--- src/rtl/pwm_capture.sv ---
// pwm_capture
//   Measures an incoming PWM waveform (high time and period) and recovers the
//   3-bit switch code of the generator that produced it (code = high - 1 when
//   the period matches EXP_PERIOD and the high time is 1..8 clocks).
//
// Ports:
//   clk        - single clock, rising edge
//   rst        - synchronous, active-high reset
//   pwm_in     - asynchronous PWM input (synchronised internally)
//   high_cnt   - high cycles of the last completed period
//   period_cnt - length of the last completed period, in clocks
//   sw_code    - recovered switch code, updated only on in-spec measurements
//   valid      - one-cycle pulse when high_cnt/period_cnt update
//   err        - one-cycle pulse with valid when the measurement is out of spec
//   locked     - two consecutive in-spec measurements with equal codes
//   no_signal  - no awaited edge for TIMEOUT cycles
module pwm_capture #(
    parameter int CNT_W      = 8,
    parameter int EXP_PERIOD = 10,
    parameter int TIMEOUT    = 255
) (
    input  logic             clk,
    input  logic             rst,
    input  logic             pwm_in,
    output logic [CNT_W-1:0] high_cnt,
    output logic [CNT_W-1:0] period_cnt,
    output logic [2:0]       sw_code,
    output logic             valid,
    output logic             err,
    output logic             locked,
    output logic             no_signal
);

    localparam logic [1:0] IDLE  = 2'd0;
    localparam logic [1:0] ARMED = 2'd1;
    localparam logic [1:0] HIGH  = 2'd2;
    localparam logic [1:0] LOW   = 2'd3;

    localparam logic [CNT_W-1:0] TMO  = CNT_W'(TIMEOUT);
    localparam logic [CNT_W-1:0] EXP  = CNT_W'(EXP_PERIOD);
    localparam logic [CNT_W-1:0] ONE  = CNT_W'(1);
    localparam logic [CNT_W-1:0] HMAX = CNT_W'(8);

    logic             s1, s2, s3;
    logic [1:0]       prime;
    logic [1:0]       state;
    logic [CNT_W-1:0] pcnt, hcnt;
    logic [CNT_W-1:0] pcnt_inc, hcnt_inc;
    logic             rise, fall, tmo, tmo_evt, in_spec;
    logic             hist_ok;
    logic [2:0]       hist_code, new_code;

    always_comb begin
        rise     = s2 & ~s3;
        fall     = ~s2 & s3;
        pcnt_inc = (pcnt >= TMO) ? TMO : pcnt + ONE;
        hcnt_inc = (hcnt >= TMO) ? TMO : hcnt + ONE;
        tmo      = (pcnt_inc == TMO);
        // A rise accepted in ARMED or LOW takes priority over the timeout.
        tmo_evt  = tmo & ~(rise & ((state == ARMED) | (state == LOW)));
        in_spec  = (pcnt == EXP) && (hcnt >= ONE) && (hcnt <= HMAX);
        new_code = hcnt[2:0] - 3'd1;
    end

    always_ff @(posedge clk) begin
        if (rst) begin
            s1         <= 1'b0;
            s2         <= 1'b0;
            s3         <= 1'b0;
            prime      <= '0;
            state      <= IDLE;
            pcnt       <= '0;
            hcnt       <= '0;
            high_cnt   <= '0;
            period_cnt <= '0;
            sw_code    <= '0;
            valid      <= 1'b0;
            err        <= 1'b0;
            locked     <= 1'b0;
            no_signal  <= 1'b0;
            hist_ok    <= 1'b0;
            hist_code  <= '0;
        end else begin
            s1    <= pwm_in;
            s2    <= s1;
            s3    <= s2;
            prime <= {prime[0], 1'b1};
            valid <= 1'b0;
            err   <= 1'b0;
            pcnt  <= pcnt_inc;
            if (tmo_evt)
                no_signal <= 1'b1;

            case (state)
                // The synchroniser clears on reset, so a high input would look
                // like a fresh rise; wait until s2 carries real input samples
                // before judging it low, so a partial high phase is rejected.
                IDLE: begin
                    if (prime[1] && !s2)
                        state <= ARMED;
                end
                ARMED: begin
                    if (rise) begin
                        pcnt      <= ONE;
                        hcnt      <= ONE;
                        no_signal <= 1'b0;
                        state     <= HIGH;
                    end
                end
                HIGH: begin
                    if (tmo_evt) begin
                        state   <= IDLE;
                        locked  <= 1'b0;
                        hist_ok <= 1'b0;
                    end else if (fall) begin
                        state <= LOW;
                    end else if (s2) begin
                        hcnt <= hcnt_inc;
                    end
                end
                default: begin // LOW
                    if (rise) begin
                        period_cnt <= pcnt;
                        high_cnt   <= hcnt;
                        valid      <= 1'b1;
                        pcnt       <= ONE;
                        hcnt       <= ONE;
                        state      <= HIGH;
                        if (in_spec) begin
                            sw_code   <= new_code;
                            locked    <= hist_ok && (hist_code == new_code);
                            hist_ok   <= 1'b1;
                            hist_code <= new_code;
                        end else begin
                            err     <= 1'b1;
                            locked  <= 1'b0;
                            hist_ok <= 1'b0;
                        end
                    end else if (tmo_evt) begin
                        state   <= IDLE;
                        locked  <= 1'b0;
                        hist_ok <= 1'b0;
                    end
                end
            endcase
        end
    end

endmodule

--- config.mk ---
export PLATFORM = sky130hd
export DESIGN_NAME = pwm_capture
export DESIGN_NICKNAME = d
export VERILOG_FILES = /design/src/rtl/pwm_capture.sv
export SDC_FILE = /design/constraint.sdc
export NUM_CORES = 1
export LEC_CHECK = 0
export ABC_AREA = 1
export CORE_AREA = 2 2 72 74
export DETAILED_ROUTE_END_ITERATION = 7
export DIE_AREA = 0 0 74 76
export PLACE_DENSITY = 0.79
export SLEW_MARGIN = 15
export SYNTH_ARGS = -nofsm -noshare
export SYNTH_HDL_FRONTEND = slang
export SYNTH_SLANG_ARGS = --single-unit
--- constraint.sdc ---
create_clock -name clk -period 1.6 [get_ports clk]
set_input_delay 0.48 -clock clk [delete_from_list [all_inputs] [get_ports clk]]
set_output_delay 0.48 -clock clk [all_outputs]
set_load 0.1 [all_outputs]
==> flow_results.org, run 1 <==
** Yosys
- By instance count, the leading cell after synthesis is nand2_1.
- Synthesis inferred 47 register bits.
- Synth cell count leaders :: 54 x nand2_1, 47 x dfxtp_1, 44 x nor2_1, 39 x inv_1, 28 x o21ai_0
- For this run, the number of Yosys warnings is 0.
- By area, the combinational part of the netlist is dominated by simple AND/OR/NAND/NOR gates.
- The synthesized design devotes to its leading area cell type 40.4% of total area.
- Of the total synthesized cell area, the portion taken by full adders, half adders and majority gates is 4.83%.
- Synth async-reset ratio :: 0%
- Compound-cell area share of the yosys netlist :: 16.9%
- After synthesis, the share of cell area in mux cells is 0%.
- Cell accounting for the most synthesized area :: dfxtp_1
- The synthesized netlist occupies a cell area of 2330 µm².
- Synthesized Nets :: 329
- Synthesized-area fraction occupied by and/or/nand/nor cells :: 28.8%
- Counting flops with a built-in enable in the synthesized netlist gives 0.
- Mean instance size in the synthesized netlist :: 7.35 µm²
- Most used flip-flop cell after synthesis :: dfxtp_1
- In the post-synthesis netlist, the biggest area contributors are dfxtp_1 40%, nand2_1 8.7%, nor2_1 7.1%.
- Part of the Yosys area used for sequential elements :: 40.4%
- Summing the areas of all xor and xnor instances in the mapped netlist gives 1.13% of the synthesized area.
- In the synthesized netlist, the number of instances is 317.
- The netlist uses 30 different library cells.

** Flow run
- Max_cap viols :: 0

** CTS
- TritonCTS built the clock tree.
- The tree is rooted in a clkbuf_8.
- CTS Sinks :: 47
- After clock tree synthesis, the clock-pin slew on the worst setup and hold paths is 80 ps.
- Maximum clock insertion buffer count :: 2
- Post-cts hold buffer count :: 0
- At the later pin of the worst-skew pair, clock insertion delay measures 300 ps.
- H-tree lvl count :: 2
- TritonCTS created 5 clock buffers.

** STA
- The final critical path takes up 112% of the cycle.
- The max-slew violation count came to 0.
- Skew final :: 12.2 ps
- In the post-route analysis, the smallest setup slack over all paths is -187 ps.
- Based on the critical path, the design can be clocked at up to 0.560 GHz.
- At the pin with the least slew margin, the transition time is 290 ps.
- Setup Viol. Count Final :: 13
- Unrepaired setup endpoints after global routing :: yes
- The worst pin sits at a relative slew slack of 80.5%.
- The hold violation total from the final report is 0.
- After layout, the minimum clock period comes to 1790 ps.

** Global routing
- Overflow left after global routing :: 0
- Entering global routing, the biggest net connects 30 pins.
- In the global route stage, met2 resource usage came out at 36.2%.
- GR Util All Layers :: 22.7%
- In the global route stage, met3 resource usage came out at 3.97%.
- Global-route layer with the greatest usage :: met2
- The number of antenna violations at the first check in global routing is 0.
- Global-route wire length before repair :: 10100 µm
- Met1 track utilization from global routing :: 31.2%
- The number of global-route vias before repair came to 2207.

** Outcome
- The flow ran to the end, but the final reports show violations.
- Violated checks :: setup timing

** Power and ir drop
- Ratio of total power to cell area :: 925 nW/µm²
- Leak pwr :: 0.00145 µW
- VDD sags by at most 0.624 mV.
- Post-layout power :: 3130 µW

** Drt
- Across all layers, the routed design uses 2281 vias.
- Post-detailed-route count of antenna-violating nets :: 0
- In the routed design, unresolved DRC markers number 0.
- Detailed-routing iteration count for the pre-antenna-repair pass :: 4
- The final layout contains routed wiring with a total length of 5970 µm.
- Via/cell ratio :: 5.04
- In this run, the number of DRC markers left after iteration 0 of detailed routing was 136.
- In the final routed layout, each cell accounts on average for 13.2 µm.

** Placement
- Setup Slack @ Placement :: -237 ps
- Routability-driven placement finished with a final weighted congestion of 0.861.
- Cell area after placement :: 3190 µm²
- After legalization and detailed placement, the total HPWL measured 4300 µm.
- # port buffers :: 25

** Min path
- Along the worst hold path, the cell count comes to 2.
- Origin of the worst min-delay path :: prime[0]$_DFF_P_
- Capture endpoint of the worst hold path :: prime[1]$_SDFF_PP0_
- Worst min-delay path category :: reg -> reg

** Worst setup path
- Startpoint of the lowest-slack register-to-register path :: pcnt[0]$_SDFF_PP0_
- Traced cell by cell, the critical path runs through ha_4 > nand2_4 > nor2_4 > nand2_4 > o21ai_2 > nand2_2 > nor2_4 > nand3_4 > nand3_2 > nand2_1 > nor2_2 > nand2_1 > nand2_1 > nor2_1.
- By startpoint and endpoint, the worst setup path is classified as reg -> reg.
- The endpoint identified for the worst register-to-register timing path is state[0]$_SDFFE_PP0P_.
- Most Frequent Cell on Critical Path :: nand2_1
- Worst path required time :: 1800 ps
- For the worst setup path, the data arrival time is 1990 ps.
- Critical Path Source Type :: register
- R2R cell count :: 14
- The largest individual stage delay along the critical path comes from the cell dfxtp_4.
- STA classifies the critical path endpoint as a register.
- Maximum fanout encountered on the critical timing path :: 7
- The setup check on the worst reg-to-reg path leaves a slack of -190 ps.
- For this run, the slowest stage of the critical path takes 380 ps.

** Final layout
- Finished Cell Area :: 3390 µm²
- 0 antenna diodes ended up in the layout.
- Once layout is complete, the utilization of the core stands at 68.9%.
- From synthesis to final layout, the design area changed by 45.2%.
- The final layout contains 394 nets.
- The post-route netlist has 33.7% of its cells at a drive strength greater than 1.

** Floorplanning
- Count of pins on the block boundary :: 26
- DIE HEIGHT :: 76 µm
- Number of placement rows :: 26
- The core region is 4910 µm².
- Once the floorplan was initialized, standard cells occupied 47.5% of the core.
- The floorplan step defined a die boundary enclosing 5620 µm².
- From left edge to right edge, the die measures 74 µm.
## worst max path at each step
stage	startpoint	to	slack [ps]
after global routing	pcnt[1]$_SDFF_PP0_	state[1]$_SDFFE_PP0P_	-320
final	pcnt[0]$_SDFF_PP0_	state[0]$_SDFFE_PP0P_	-190
after floorplan	pcnt[1]$_SDFF_PP0_	state[0]$_SDFFE_PP0P_	-80
after detailed placement	pcnt[2]$_SDFF_PP0_	state[0]$_SDFFE_PP0P_	-240
after global placement	pcnt[2]$_SDFF_PP0_	state[0]$_SDFFE_PP0P_	-110
after CTS	pcnt[1]$_SDFF_PP0_	state[0]$_SDFFE_PP0P_	-180
## cell families after synthesis
family / count (synthesis)
buffers and inverters: 49
xor gates and xnor gates: 3
AOI/OAI and AO/OA: 67
adders and majority gates: 9
and+or+nand+nor: 142
DFF: 47
## cells in the final DEF (no fill, tap or decap), types with 2 or more instances in the layout
cell             count
a211oi_1             2
nor2_4               4
a21oi_2              7
nor4_1               2
a31oi_1              5
o21ai_2              4
ha_1                 6
nand3_1             13
buf_12              24
nor2_2               6
a21oi_1             17
a211oi_2             2
inv_1               35
nor3_1               4
o31ai_1              2
buf_4               38
o21ai_1              3
o21ai_0             24
clkdlybuf4s50_1      2
nand3_2              3
dfxtp_1             41
nand2_1             50
xnor2_1              3
ha_4                 2
inv_2                7
nand2_4              3
clkbuf_8             7
nor2_1              41
dfxtp_4              3
dfxtp_2              3
nand2_2             11
## stage by stage
step	setup TNS, ps	hold slack, ps	cells
floorplan	-407	388	317
global placement	-1310	391	441
detailed placement	-2930	398	441
CTS	-1480	410	452
global route	-3360	423	453
finish	-1780	408	453
## layer usage
metal / vias to the layer above / wire length, µm
met2: 66 / 2860
met4: 0 / 148
li1: 1153 / -
met3: 15 / 340
met5: - / 0
met1: 1047 / 2620
## worst max-delay path: cells and delay by family, from the launching register on
| kind | cells | cell delay (ps) |
|---|---|---|
| flops | 1 | 380 |
| simple gates | 12 | 1080 |
| fa+ha+maj | 1 | 150 |
| compound gates | 1 | 80 |
## sequential cells by signal (all words and copies together), names as in the netlist
register	count
pcnt	8
period_cnt	8
s3	1
state	2
locked	1
prime	2
no_signal	1
high_cnt	8
s1	1
valid	1
hcnt	8
hist_code	3
s2	1
err	1
hist_ok	1
## cell type report
| class | instances | area [µm²] |
|---|---|---|
| clock buffers | 8 | 100 |
| fillers | 347 | 1530 |
| inverters | 42 | 158 |
| multi-input cells | 221 | 1290 |
| flip-flops and latches | 47 | 956 |
| well taps | 70 | 87.6 |
| repair buffers | 65 | 797 |
## report_power, final
part | internal (µW) | leakage [µW] | total [µW] | switching (µW)
Combinational | 416 | 0.00102 | 1040 | 621
Sequential | 1250 | 0.000385 | 1310 | 68.5
Clock | 395 | 0.0000515 | 780 | 385
## what timing repair did
| item | 4_1_cts | 5_1_grt |
|---|---|---|
| setup endpoints to repair | 16 | 32 |
| buffers inserted | 3 | 1 |
| pin swaps | 6 | 7 |
| gates resized for setup | 6 | 20 |
Note: power is estimated with default switching activity, not from simulation.
==> run 2: changes to the inputs <==
- CORE_AREA: 2 2 72 74 -> 4 4 74 76
- DIE_AREA: 0 0 74 76 -> 0 0 78 80
==> run 2 against run 1 <==
Net effect: the flow still finishes with violations (setup timing); worst setup slack lost 84 ps; sequential power is essentially flat; sequential share of layout area shrank 1.6 points; final cell count grew 2.6%; clock power grew 9.0%; critical path type unchanged; largest power group unchanged; highest routed layer unchanged.
==> flow_results.org, run 2 (synthesis results as in run 1) <==
** Floorplanning
- The vertical extent of the die was 80 µm (+5.3%).
- The horizontal die dimension was 78 µm (+5.4%).
- The core area came to 4720 µm² (-3.8%).
- Full die area :: 6240 µm² (+11%)
- Number of placement rows :: 25 (-3.8%)
- The count of pins on the block boundary came to 26 (unchanged).
- Effective utilization at floorplan :: 49.4% (+1.9 points)

** CTS
- Clock-pin slew of the registers on the worst-case setup and hold paths :: 100 ps (+20 ps)
- TritonCTS Buffers :: 5 (unchanged)
- CTS Root Buffer Type :: clkbuf_8
- H-tree lvl count :: 2 (unchanged)
- Post-cts hold buffer count :: 0 (unchanged)
- The clock insertion delay at the later pin of the skew report came to 310 ps (about the same).
- The clock net sink count came to 47 (unchanged).
- The buffer levels on the longest clock path was 2 (unchanged).
- Clock tree from TritonCTS :: built

** Worst setup path
- Critical Path Source Type :: register
- Arrival time of data at the critical path endpoint :: 2120 ps (+130 ps)
- STA classifies the critical path endpoint as a register.
- Worst Setup SP :: pcnt[0]$_SDFF_PP0_
- Buffers and inverters on the worst path :: 3 (+3)
- On the critical path the largest part of the delay comes from simple AND/OR/NAND/NOR gates.
- CP max stage delay :: 380 ps (about the same)
- Critical path class :: reg -> reg
- The slowest stage of the critical path belongs to the cell dfxtp_4.
- Ordered cell list for the critical path :: buf_4 > inv_6 > nor2_4 > nand2_2 > nand2_1 > nand2_1 > nor2_2 > nor2_4 > nand3_4 > nand3_1 > inv_2 > o21ai_0 > a21oi_2
- Worst path required time :: 1850 ps (+50 ps)
- In this run the critical register-to-register path is launched from pcnt[0]$_SDFF_PP0_.
- The maximum fanout along the worst path came to 6 (-1).

** Final layout
- Final Net Count :: 409 (+3.8%)
- Finished Cell Area :: 3590 µm² (+6.1%)
- The library cells used most frequently in the layout, excluding fill and tap cells, are 51 x buf_4, 46 x nand2_1, 39 x dfxtp_1, 37 x nor2_1, 36 x inv_1.
- Commonest non-fill, non-tap cell in the layout :: buf_4
- Area delta synth->final :: 54.1%
- The final antenna diode count was 0 (unchanged).
- The fraction of layout cells with a size suffix above 1 was 38.9% (+5.3 points).
- The final cell count without fillers came to 465 (+2.6%).

** Power and ir drop
- The combinational share of power was 34.8% (+1.7 points).
- The share of total power in the clock network came to 25.6% (+0.7 points).
- Switching Fraction :: 36.0% (+1.6 points)
- The leakage power of the design came to 0.00154 µW (+5.9%).
- Sequential power share :: 39.6% (-2.4 points)
- The internal power contribution was 2130 µW (+3.4%).
- The worst vdd rail ir drop was 0.577 mV (-7.5%).
- The overall power consumption came to 3320 µW (+6.0%).
- Ratio of total power to cell area :: 925 nW/µm² (about the same)
- The net switching component of the power was 1190 µW (+11%).

** Placement
- Inst Count DP :: 445 (+0.91%)
- The HPWL after detailed placement was 4510 µm (+5.0%).
- The post-placement cell area was 3220 µm² (+1.1%).
- # port buffers :: 25 (unchanged)
- The placer congestion estimate was 0.870 (+0.96%).

** STA
- Setup repair after global routing could not meet its margin everywhere.
- Worst Hold Slack :: 414 ps (+6.07 ps)
- The hold violation total from the final report was 0 (unchanged).
- Number of pins with negative max-slew slack in the final report :: 0 (unchanged)
- The transition time of the tightest slew-check pin came to 306 ps (+15.3 ps).
- The maximum clock frequency was 0.535 GHz (-4.5%).
- The setup clock skew after layout came to 10.9 ps (-1.28 ps).
- Worst-case setup margin in the final layout :: -270 ps (-83.7 ps)
- The relative slew slack is 79.4% (-1.0 points).
- Setup Viol. Count Final :: 16 (+3)
- The final cycle utilization of the critical path was 117% (+5.2 points).
- The clock period minus final worst setup slack is 1870 ps (+83.7 ps).

** Global routing
- The maximum number of pins on one net before global-route repair is 30 (unchanged).
- Overflow left after global routing :: 0 (unchanged)
- The number of global-route vias before repair was 2402 (+8.8%).
- Initial antenna violation count :: 0 (unchanged)
- The first-pass GRT wire length came to 10800 µm (+6.7%).
- GR Util All Layers :: 21.5% (-1.3 points)

** Drt
- The post-detailed-route via-to-cell ratio is 5.38 (+6.8%).
- The number of remaining DRC errors came to 0 (unchanged).
- Total routed wirelength :: 7230 µm (+21%)
- The average wire per cell in the routed design came to 15.5 µm (+18%).
- The initial detailed-routing violation count was 236 (+74%).
- The length of the first detailed-routing pass in iterations came to 6 (+2).
- Via count :: 2501 (+9.6%)
- The count of nets left with antenna violations after detail routing is 0 (unchanged).

** Outcome
- The flow ran to the end, but the final reports show violations.
- Violated checks :: setup timing

** Min path
- The worst hold path belongs to the class reg -> reg.
- Origin of the worst min-delay path :: prime[0]$_DFF_P_

** Flow run
- The number of max-capacitance violations reported was 0 (unchanged).
## run 2: changes by cell type in the layout (fill, tap and decap cells not counted), moves of 2 or more
cell      change
clkbuf_8      -2
buf_4        +13
dfxtp_1       -2
nor2_1        -4
nand2_1       -4
dfxtp_2       +3
nor2_4        +3
nand2_2       +3
inv_6         +2
nand3_4       +3
o21ai_2       -2
buf_6         +2
inv_2         -2
nand3_1       -2
## run 2: worst paths after layout
check,endpoint,slack (ps),cells after the start
setup / recovery,hcnt[1]$_SDFFE_PP0P_,-270,13
hold / removal,prime[1]$_SDFF_PP0_,410,2
setup reg to reg,hcnt[1]$_SDFFE_PP0P_,-270,13
hold reg to reg,prime[1]$_SDFF_PP0_,410,2
## run 2: repair_timing
action | in CTS | in global routing
setup buffers | 7 | 4
setup endpoints to repair | 16 | 37
pin swaps | 8 | 11
resized for setup | 16 | 32
gates cloned | 0 | 1
## run 2: cell type report
cell class / count / area [µm²]
multi-input combinational: 221 / 1370
timing repair buffer: 80 / 905
inverter: 42 / 163
clock buffer: 6 / 93.8
sequential: 47 / 956
tap: 67 / 83.8
fill: 285 / 1130
clock inverter: 2 / 16.3
## run 2: layer usage
layer,track usage [%],vias to the layer above,wire (µm)
met2,37.8,121,3750
met1,26.1,1172,2860
met4,8.74,0,148
met5,0,-,0
met3,3.27,19,472
li1,-,1189,-
## run 2: per-stage QoR
stage	TNS (ps)	worst slack [ps]	util (%)
finish	-3450	-270	76.0
global route	-4800	-382	76.0
CTS	-1970	-182	72.8
detailed placement	-2620	-187	68.2
global placement	-1110	-116	68.2
floorplan	-407	-82.0	-
## run 2: power by group through the flow
stage	Combinational [µW]	Sequential, µW	Clock [µW]
after floorplan	480	1490	0
after global placement	972	1330	0
after detailed placement	993	1340	0
after CTS	1030	1320	853
after global routing	1260	1320	903
final	1160	1310	850
## run 2: worst reg2reg max path, stage by stage (launching register included)
cell and delay [ps]:
dfxtp_4 380, buf_4 140, inv_6 50, nor2_4 150
nand2_2 80, nand2_1 90, nand2_1 110, nor2_2 170
nor2_4 70, nand3_4 120, nand3_1 110, inv_2 110
o21ai_0 110, a21oi_2 130
==> run 3: changes to the inputs <==
- ABC_CLOCK_PERIOD_IN_PS: not set -> 1600
==> results of run 3 <==
Same layout as run 2: the final DEF is identical, and so are final timing and power.
